### src/rtl/pipe_hazard_ctrl.sv
// Hazard sequencer for the DLX pipeline latches and PC: load-use, branch flush, memory wait, drain/halt, watchdog.
// Optional stall-cycle performance counter is built when PIPE_STALL_COUNT_EN is defined.
module pipe_hazard_ctrl #(
    parameter int DRAIN_CYCLES = 3,
    parameter int MEM_TIMEOUT  = 64
) (
    input  logic        clock,
    input  logic        reset_n,
    input  logic [4:0]  id_rs,
    input  logic [4:0]  id_rt,
    input  logic        id_uses_rt,
    input  logic        ex_mem_read,
    input  logic [4:0]  ex_rw,
    input  logic        branch_taken,
    input  logic        mem_req,
    input  logic        mem_ready,
    input  logic        halt_req,
    output logic        en_pc,
    output logic        en_if_id,
    output logic        en_id_ex,
    output logic        en_ex_mem,
    output logic        en_mem_wb,
    output logic        flush_if_id,
    output logic        flush_id_ex,
    output logic [1:0]  state,
    output logic        halted,
    output logic        mem_fault,
    output logic [31:0] stall_cycles
);

    localparam logic [1:0] RUN    = 2'd0;
    localparam logic [1:0] DRAIN  = 2'd1;
    localparam logic [1:0] HALTED = 2'd2;
    localparam logic [1:0] FAULT  = 2'd3;

    localparam logic [3:0] DRAIN_LOAD = 4'(DRAIN_CYCLES - 1);
    localparam logic [7:0] WAIT_LAST  = 8'(MEM_TIMEOUT - 1);
    localparam bit         WDOG_EN    = (MEM_TIMEOUT != 0);

    logic [1:0] state_q, state_d;
    logic [3:0] drain_cnt_q, drain_cnt_d;
    logic [7:0] wait_cnt_q, wait_cnt_d;
    logic       mstall;
    logic       luse;

    assign mstall = mem_req & ~mem_ready;
    assign luse   = ex_mem_read & (ex_rw != 5'd0) &
                    ((ex_rw == id_rs) | (id_uses_rt & (ex_rw == id_rt)));

    always_comb begin
        en_pc       = 1'b1;
        en_if_id    = 1'b1;
        en_id_ex    = 1'b1;
        en_ex_mem   = 1'b1;
        en_mem_wb   = 1'b1;
        flush_if_id = 1'b0;
        flush_id_ex = 1'b0;
        if (state_q == HALTED || state_q == FAULT || mstall) begin
            en_pc     = 1'b0;
            en_if_id  = 1'b0;
            en_id_ex  = 1'b0;
            en_ex_mem = 1'b0;
            en_mem_wb = 1'b0;
        end else if (state_q == DRAIN || halt_req || luse) begin
            // Front end holds while a bubble enters EX; a taken branch waits for the next cycle.
            en_pc       = 1'b0;
            en_if_id    = 1'b0;
            flush_id_ex = 1'b1;
        end else if (branch_taken) begin
            flush_if_id = 1'b1;
        end
    end

    always_comb begin
        state_d     = state_q;
        drain_cnt_d = drain_cnt_q;
        if (mstall)
            wait_cnt_d = (wait_cnt_q == 8'hFF) ? wait_cnt_q : wait_cnt_q + 8'd1;
        else
            wait_cnt_d = 8'd0;

        if (WDOG_EN && mstall && (wait_cnt_q == WAIT_LAST) && (state_q != HALTED)) begin
            state_d = FAULT;
        end else begin
            case (state_q)
                RUN: begin
                    if (halt_req && !mstall) begin
                        if (DRAIN_CYCLES == 1) begin
                            state_d = HALTED;
                        end else begin
                            state_d     = DRAIN;
                            drain_cnt_d = DRAIN_LOAD;
                        end
                    end
                end
                DRAIN: begin
                    // The accepting RUN cycle is the first frozen cycle, so halt once the count runs out.
                    if (!mstall) begin
                        if (drain_cnt_q <= 4'd1) begin
                            state_d     = HALTED;
                            drain_cnt_d = 4'd0;
                        end else begin
                            drain_cnt_d = drain_cnt_q - 4'd1;
                        end
                    end
                end
                default: ;
            endcase
        end
    end

    always_ff @(posedge clock or negedge reset_n) begin
        if (!reset_n) begin
            state_q     <= RUN;
            drain_cnt_q <= 4'd0;
            wait_cnt_q  <= 8'd0;
        end else begin
            state_q     <= state_d;
            drain_cnt_q <= drain_cnt_d;
            wait_cnt_q  <= wait_cnt_d;
        end
    end

    assign state     = state_q;
    assign halted    = (state_q == HALTED);
    assign mem_fault = (state_q == FAULT);

`ifdef PIPE_STALL_COUNT_EN
    logic [31:0] stall_q;

    always_ff @(posedge clock or negedge reset_n) begin
        if (!reset_n)
            stall_q <= 32'd0;
        else if ((state_q == RUN || state_q == DRAIN) && !en_pc && stall_q != 32'hFFFF_FFFF)
            stall_q <= stall_q + 32'd1;
    end

    assign stall_cycles = stall_q;
`else
    assign stall_cycles = 32'h0;
`endif

endmodule

### config.mk
export PLATFORM = sky130hd
export DESIGN_NAME = pipe_hazard_ctrl
export DESIGN_NICKNAME = d
export VERILOG_FILES = /design/src/rtl/pipe_hazard_ctrl.sv
export SDC_FILE = /design/constraint.sdc
export NUM_CORES = 1
export LEC_CHECK = 0
export ABC_AREA = 1
export CAP_MARGIN = 5
export CORE_MARGIN = 1.5
export CORE_UTILIZATION = 44
export DETAILED_ROUTE_END_ITERATION = 12
export PLACE_DENSITY = 0.94
export SLEW_MARGIN = 0
export SYNTH_ARGS = -nofsm -noshare
export SYNTH_HDL_FRONTEND = slang
export SYNTH_SLANG_ARGS = --single-unit
### constraint.sdc
create_clock -name clock -period 3.25 [get_ports clock]
set_input_delay 0.65 -clock clock [delete_from_list [all_inputs] [get_ports clock]]
set_output_delay 0.65 -clock clock [all_outputs]
set_load 0.02 [all_outputs]
==> results of run 1 <==
[power breakdown]
group          total [mW]  switching [mW]  internal [mW]
logic               0.457           0.274          0.183
registers           0.255          0.0453          0.209
clock network       0.125          0.0565         0.0682
total               0.836           0.376          0.461
[layout by cell type, fill, tap and decap left out, types with 2 or more instances in the layout]
| master | synthesis | routed |
|---|---|---|
| clkdlybuf4s50_1 | 0 | 32 |
| clkbuf_4 | 0 | 3 |
| conb_1 | 1 | 32 |
| nor2_2 | 5 | 5 |
| nand3_1 | 12 | 12 |
| inv_1 | 31 | 31 |
| nand2_1 | 48 | 48 |
| nor3_1 | 4 | 4 |
| ha_1 | 3 | 3 |
| o21ai_1 | 4 | 4 |
| dfrtp_1 | 14 | 14 |
| nor2_1 | 18 | 18 |
| inv_2 | 5 | 5 |
| a21oi_1 | 5 | 5 |
| nand4_1 | 3 | 3 |
| o21ai_0 | 9 | 9 |
| a31oi_1 | 2 | 2 |
[synth_stat cells]
| library cell | number |
|---|---|
| a21oi_1 | 5 |
| a31oi_1 | 2 |
| buf_4 | 35 |
| buf_6 | 1 |
| conb_1 | 1 |
| dfrtp_1 | 14 |
| ha_1 | 3 |
| inv_1 | 31 |
| inv_2 | 5 |
| nand2_1 | 48 |
| nand2_2 | 1 |
| nand3_1 | 12 |
| nand3_2 | 1 |
| nand3b_1 | 1 |
| nand4_1 | 3 |
| nor2_1 | 18 |
| nor2_2 | 5 |
| nor3_1 | 4 |
| o211ai_2 | 1 |
| o21ai_0 | 9 |
| o21ai_1 | 4 |
| o21ai_2 | 1 |
| o31ai_1 | 1 |
| xnor2_1 | 1 |
| xor2_1 | 1 |
[final cells by class]
type                       count  area (um2)  share of cell area, %
inverter                      36       135.1                  8.398
clock buffer                   4       36.28                  2.255
timing repair buffer          34       340.3                  21.15
multi-input combinational    153       708.2                  44.01
tap                           31       38.79                  2.411
sequential                    14       350.3                  21.77
[critical path, stage by stage]
cell and delay (ns):
clkdlybuf4s50_1 0.52, inv_1 0.09, nand2_1 0.06, nand2_1 0.06, nor2_1 0.15, nand3_1 0.08
nand2_1 0.06, nand2_1 0.07, a21oi_1 0.13, clkdlybuf4s50_1 0.61
[flip-flops by register name, indices dropped and copies added, names as in the netlist]
register and count:
wait_cnt_q 8, state 2, drain_cnt_q 4
[path summary, 6_finish.rpt]
path,from,endpoint,slack [ns],cells after the start
max,ex_rw[0],flush_id_ex,0.11,10
min,wait_cnt_q[3]$_DFFE_PN0P_,wait_cnt_q[3]$_DFFE_PN0P_,0.51,1
max reg2reg,drain_cnt_q[0]$_DFFE_PN0P_,state[0]$_DFFE_PN0P_,1.71,9
min reg2reg,wait_cnt_q[3]$_DFFE_PN0P_,wait_cnt_q[3]$_DFFE_PN0P_,0.51,1
max in group asynchronous,reset_n,wait_cnt_q[6]$_DFFE_PN0P_,2.10,1
min in group asynchronous,reset_n,drain_cnt_q[2]$_DFFE_PN0P_,0.75,1
[metal layers]
| metal | routed length (um) | up-vias |
|---|---|---|
| met1 | 1208 | 548 |
| met5 | 0 | - |
| met3 | 142 | 2 |
| li1 | - | 643 |
| met2 | 1363 | 41 |
| met4 | 13 | 0 |
[kinds of logic (layout without fill, tap and decap cells)]
| logic type | after synthesis | in the layout | synth area share [%] |
|---|---|---|---|
| AND/OR/NAND/NOR | 93 | 93 | 29.72 |
| buffers and inverters | 72 | 74 | 30.28 |
| AO/OA/AOI/OAI | 23 | 23 | 9.722 |
| flip-flops | 14 | 14 | 25.93 |
| adder cells (fa/ha/maj) | 3 | 3 | 2.778 |
| XOR/XNOR | 2 | 2 | 1.297 |
| other | 1 | 32 | 0.2775 |
[through the flow]
step	setup WS [ns]	cell area (um2)	std cells
floorplan	0.6561	1468	239
global placement	0.1996	1570	268
detailed placement	0.1721	1570	268
CTS	0.1698	1607	272
global route	0.01571	1609	272
finish	0.1149	1609	272
==> reports/qor.yml, run 1 <==
status: "completed"
num_io_pins: 66
clk_latency_ns: 0.28
fp.dieW_um: 58.42
finalHoldViolCount: 0
ys_top_cells_by_area: "dfrtp_1, buf_4, nand2_1"
antenna_cells: 0
grt_pass1_vias: 1113
crit_fanout: 4
cts_tree: "yes"
yosysSeqAreaShare_pct: 25.93
finalSetupViolCount: 0
grt_use_total_pct: 16.97
hold_class: "reg -> reg"
p_per_area_mw_per_mm2: 519.7
syn_inst: 208
synth.distinct_cells: 25
hpwlAfterDp_mm: 2.265
synth-seq-cells: 14
drv_slew: 0
synth_largest_area_cell: "dfrtp_1"
nNetsFinal: 268
vias: 1234
start_util_pct: 47.77
skew_ns: 0.002073
maxSlewHeadroom_pct: 58.33
drive_gt1_share_pct: 7.884
critPathKind: "in -> out"
wl_per_cell_um: 10.03
mappedNetlistArea_mm2: 0.001351
cts_hold_buf: 0
synth_top_area_share_pct: 25.93
yosys_warnings: 0
wl_mm: 2.727
syn2layout_area_growth_pct: 19.07
cts_buffers: 3
cts_root_buf: "clkbuf_4"
cts_setup_buffers: 0
post-route-period-util_pct: 96.47
cts.clk_slew.worst_paths_ns: 0.08
vias_per_cell: 4.537
fin_total_pwr_mw: 0.8363
use_met1_pct: 21.45
fillers: 263
syn_avg_cell_area_um2: 6.497
grt.busiest_layer: "met2"
grt_use_met2_pct: 29.70
grt_pass1_wl_mm: 4.574
place_congestion: 0.8494
vdd_drop_max_uv: 199.0
cp-start-kind: "input port"
post-route-drc-count: 0
cp.required_ns: 2.60
clock.fmax_ghz: 0.3190
final_core_util_pct: 56.88
die_area_mm2: 0.003412
cp.arrival_ns: 2.49
p_leak_nw: 0.8689
die_y_um: 58.42
grt_remaining_overflow: 0
cts_sinks: 14
ctsResizeCount: 0
tightestPinTransition_ns: 0.6232
dr.pass1.iters: 4
cts_max_level: 1
drv_cap: 0
rows: 19
antenna_found_initial: 0
gr-usage-met3_pct: 4.396
detail-route-antenna-nets: 0
core_mm2: 0.002829
grt_max_degree: 15
finalSetupTns_ns: 0
portBuffers: 33
period_needed_ns: 3.135
timing.hold.ws_ns: 0.5114
setup.worst_path.end_class: "output port"
clock_path_buffers: 2
rsz0062_at_grt: "false"
drt_iter0_drc: 39
Note: power is estimated with default switching activity, not from simulation.
==> run 2: changes to the inputs <==
--- a/constraint.sdc
+++ b/constraint.sdc
@@ -3,2 +3,2 @@
 set_output_delay 0.65 -clock clock [all_outputs]
-set_load 0.02 [all_outputs]
+set_load 0.005 [all_outputs]
==> run 2 against run 1 <==
  * Cell count unchanged
  * Register-to-register slack is essentially flat
  * Combinational power decreased by 18%
  * Sequential cell count is the same
  * Non-clock buffer count unchanged
  * Fmax rose by 5.0%
  * Clock-buffer cell count did not move
  * Critical path depth is the same
  * Sequential power hardly changed
  * Hold slack improved by 0.0012 ns
  * Global-route usage decreased by 0.23 points
  * Critical endpoint unchanged
  * Largest cell class unchanged
  * Largest power group unchanged
  * Highest routed layer is now met3
==> reports/qor.yml, run 2 (same netlist as run 1, synthesis figures left out) <==
die_area_mm2: 0.003412  # unchanged
syn2layout_area_growth_pct: 18.89
cp.required_ns: 2.60  # about the same
cts_setup_buffers: 0  # unchanged
grt_use_total_pct: 16.74  # -0.23 points
wl_mm: 2.738  # +0.40%
start_util_pct: 47.77  # unchanged
vdd_drop_max_uv: 158.0  # -21%
cp_slowest_stage_delay_ns: 0.53  # -0.08 ns
cp-start-kind: "input port"
antenna_cells: 0  # unchanged
finalHoldViolCount: 0  # unchanged
ctsResizeCount: 0  # unchanged
cts_hold_buf: 0  # unchanged
p_sw_mw: 0.2916  # -22%
status: "completed"
clk_latency_ns: 0.28  # about the same
finalSetupTns_ns: 0  # unchanged
vias_per_cell: 4.526  # -0.24%
r2r_end: "state[0]$_DFFE_PN0P_"
wl_per_cell_um: 10.07  # +0.40%
final_cells: 272  # unchanged
portBuffers: 33  # unchanged
cts_tree: "yes"
intPower_mw: 0.4601  # -0.12%
fp.dieW_um: 58.42  # unchanged
drive_gt1_share_pct: 7.884  # unchanged
crit_path_end: "flush_id_ex"
r2r_setup_slack_ns: 1.72  # about the same
nNetsFinal: 268  # unchanged
regArea_um2: 350.3  # unchanged
die_y_um: 58.42  # unchanged
antenna_found_initial: 0  # unchanged
cts_root_buf: "clkbuf_4"
maxSlewHeadroom_pct: 58.06  # -0.27 points
finalSetupViolCount: 0  # unchanged
grt_max_degree: 15  # unchanged
place_inst: 268  # unchanged
layout_commonest_cell: "nand2_1"
p_per_area_mw_per_mm2: 467.9  # -10%
critPathLaunch: "ex_rw[0]"
critPathKind: "in -> out"
post-route-period-util_pct: 91.85  # -4.6 points
p_comb_share_pct: 49.8  # -4.8 points
vias: 1231  # -0.24%
place_congestion: 0.8494  # unchanged
detail-route-antenna-nets: 0  # unchanged
dp_slack_ns: 0.2709  # +0.09874 ns
clock_path_buffers: 2  # unchanged
dr.pass1.iters: 4  # unchanged
power_frac_clock_pct: 16.7  # +1.8 points
reg2reg_depth: 9  # unchanged
cts_max_level: 1  # unchanged
crit_chain: "clkdlybuf4s50_1, inv_1, nand2_1, nand2_1, nor2_1, nand3_1, nand2_1, nand2_1, a21oi_1, clkdlybuf4s50_1"
seqPwrFrac_pct: 33.5  # +3.0 points
grt_remaining_overflow: 0  # unchanged
drv_slew: 0  # unchanged
largest_reg_flops: 8  # unchanged
netSwitchingFraction_pct: 38.79  # -6.1 points
top_register: "wait_cnt_q"
grt_pass1_vias: 1111  # -0.18%
skew_ns: 0.002887  # +0.0008134 ns
cts_buffers: 3  # unchanged
crit_top_cell: "nand2_1"
worstReg2RegStart: "drain_cnt_q[0]$_DFFE_PN0P_"
cts_sinks: 14  # unchanged
cp.arrival_ns: 2.34  # -0.15 ns
rows: 19  # unchanged
multi_input_area_um2: 708.2  # unchanged
drv_cap: 0  # unchanged
p_leak_nw: 0.8511  # -2.0%
hpwlAfterDp_mm: 2.273  # +0.34%
drt_iter0_drc: 49  # +26%
clock.fmax_ghz: 0.3350  # +5.0%
fillers: 260  # -1.1%
core_mm2: 0.002829  # unchanged
grt_pass1_wl_mm: 4.519  # -1.2%
fin_ws_ns: 0.2649  # +0.1500 ns
setup.worst_path.end_class: "output port"
hold_class: "reg -> reg"
crit_fanout: 4  # unchanged
tightestPinTransition_ns: 0.6272  # +0.004012 ns
crit_slowest_cell: "clkdlybuf4s50_1"
cts.clk_slew.worst_paths_ns: 0.08  # about the same
post-route-drc-count: 0  # unchanged
period_needed_ns: 2.985  # -0.1500 ns
rsz0062_at_grt: "false"
final_cell_mix: "nand2_1, clkdlybuf4s50_1, conb_1"
num_io_pins: 66  # unchanged
run 2: cell count changes in the layout (fill, tap and decap cells not counted):
cell and delta:
clkdlybuf4s50_1 +1, dlymetal6s2s_1 -1
run 2: area by class of cell:
type,count,share of cell area [%]
clock buffer,4,2.259
inverter,36,8.411
multi-input combinational,153,44.08
sequential,14,21.81
tap,31,2.414
timing repair buffer,34,21.03
run 2: worst max-delay path, delay by kind of cell:
family	cells	cell delay, ns
buffers and inverters	3	1.13
AND/OR/NAND/NOR	6	0.43
AO/OA/AOI/OAI	1	0.13
run 2: routing by layer:
layer / routed length (um) / GRT usage (%) / up-vias
li1: - / - / 645
met1: 1247 / 20.22 / 555
met2: 1373 / 30.66 / 31
met3: 117 / 4.396 / 0
met4: 0 / 1.661 / 0
met5: 0 / 0 / -
run 2: worst min-delay path by stage:
stage,endpoint,cells after the start,startpoint,slack [ns]
6_report,wait_cnt_q[3]$_DFFE_PN0P_,1,wait_cnt_q[3]$_DFFE_PN0P_,0.51
5_1_grt,wait_cnt_q[3]$_DFFE_PN0P_,1,wait_cnt_q[3]$_DFFE_PN0P_,0.54
4_1_cts,wait_cnt_q[3]$_DFFE_PN0P_,1,wait_cnt_q[3]$_DFFE_PN0P_,0.51
3_5_place_dp,wait_cnt_q[3]$_DFFE_PN0P_,1,wait_cnt_q[3]$_DFFE_PN0P_,0.50
3_3_place_gp,wait_cnt_q[4]$_DFFE_PN0P_,1,wait_cnt_q[4]$_DFFE_PN0P_,0.49
2_1_floorplan,drain_cnt_q[0]$_DFFE_PN0P_,0,reset_n,0.35
run 2: through the flow:
step | area [um2] | hold WS [ns] | util [%] | power, mW
final | 1607 | 0.5126 | 56.79 | 0.7517
after detailed placement | 1570 | 0.4995 | 55.51 | 0.6306
after global placement | 1570 | 0.4938 | 55.51 | 0.6160
after CTS | 1607 | 0.5113 | 56.79 | 0.7575
after global routing | 1607 | 0.5386 | 56.79 | 0.8218
after floorplan | 1468 | 0.3544 | - | 0.4898
run 2: power groups by stage:
stage	clock, mW	combinational, mW	sequential, mW
after global routing	0.135	0.429	0.258
after global placement	0	0.362	0.254
after floorplan	0	0.244	0.245
final	0.125	0.374	0.252
after CTS	0.130	0.376	0.252
after detailed placement	0	0.375	0.256
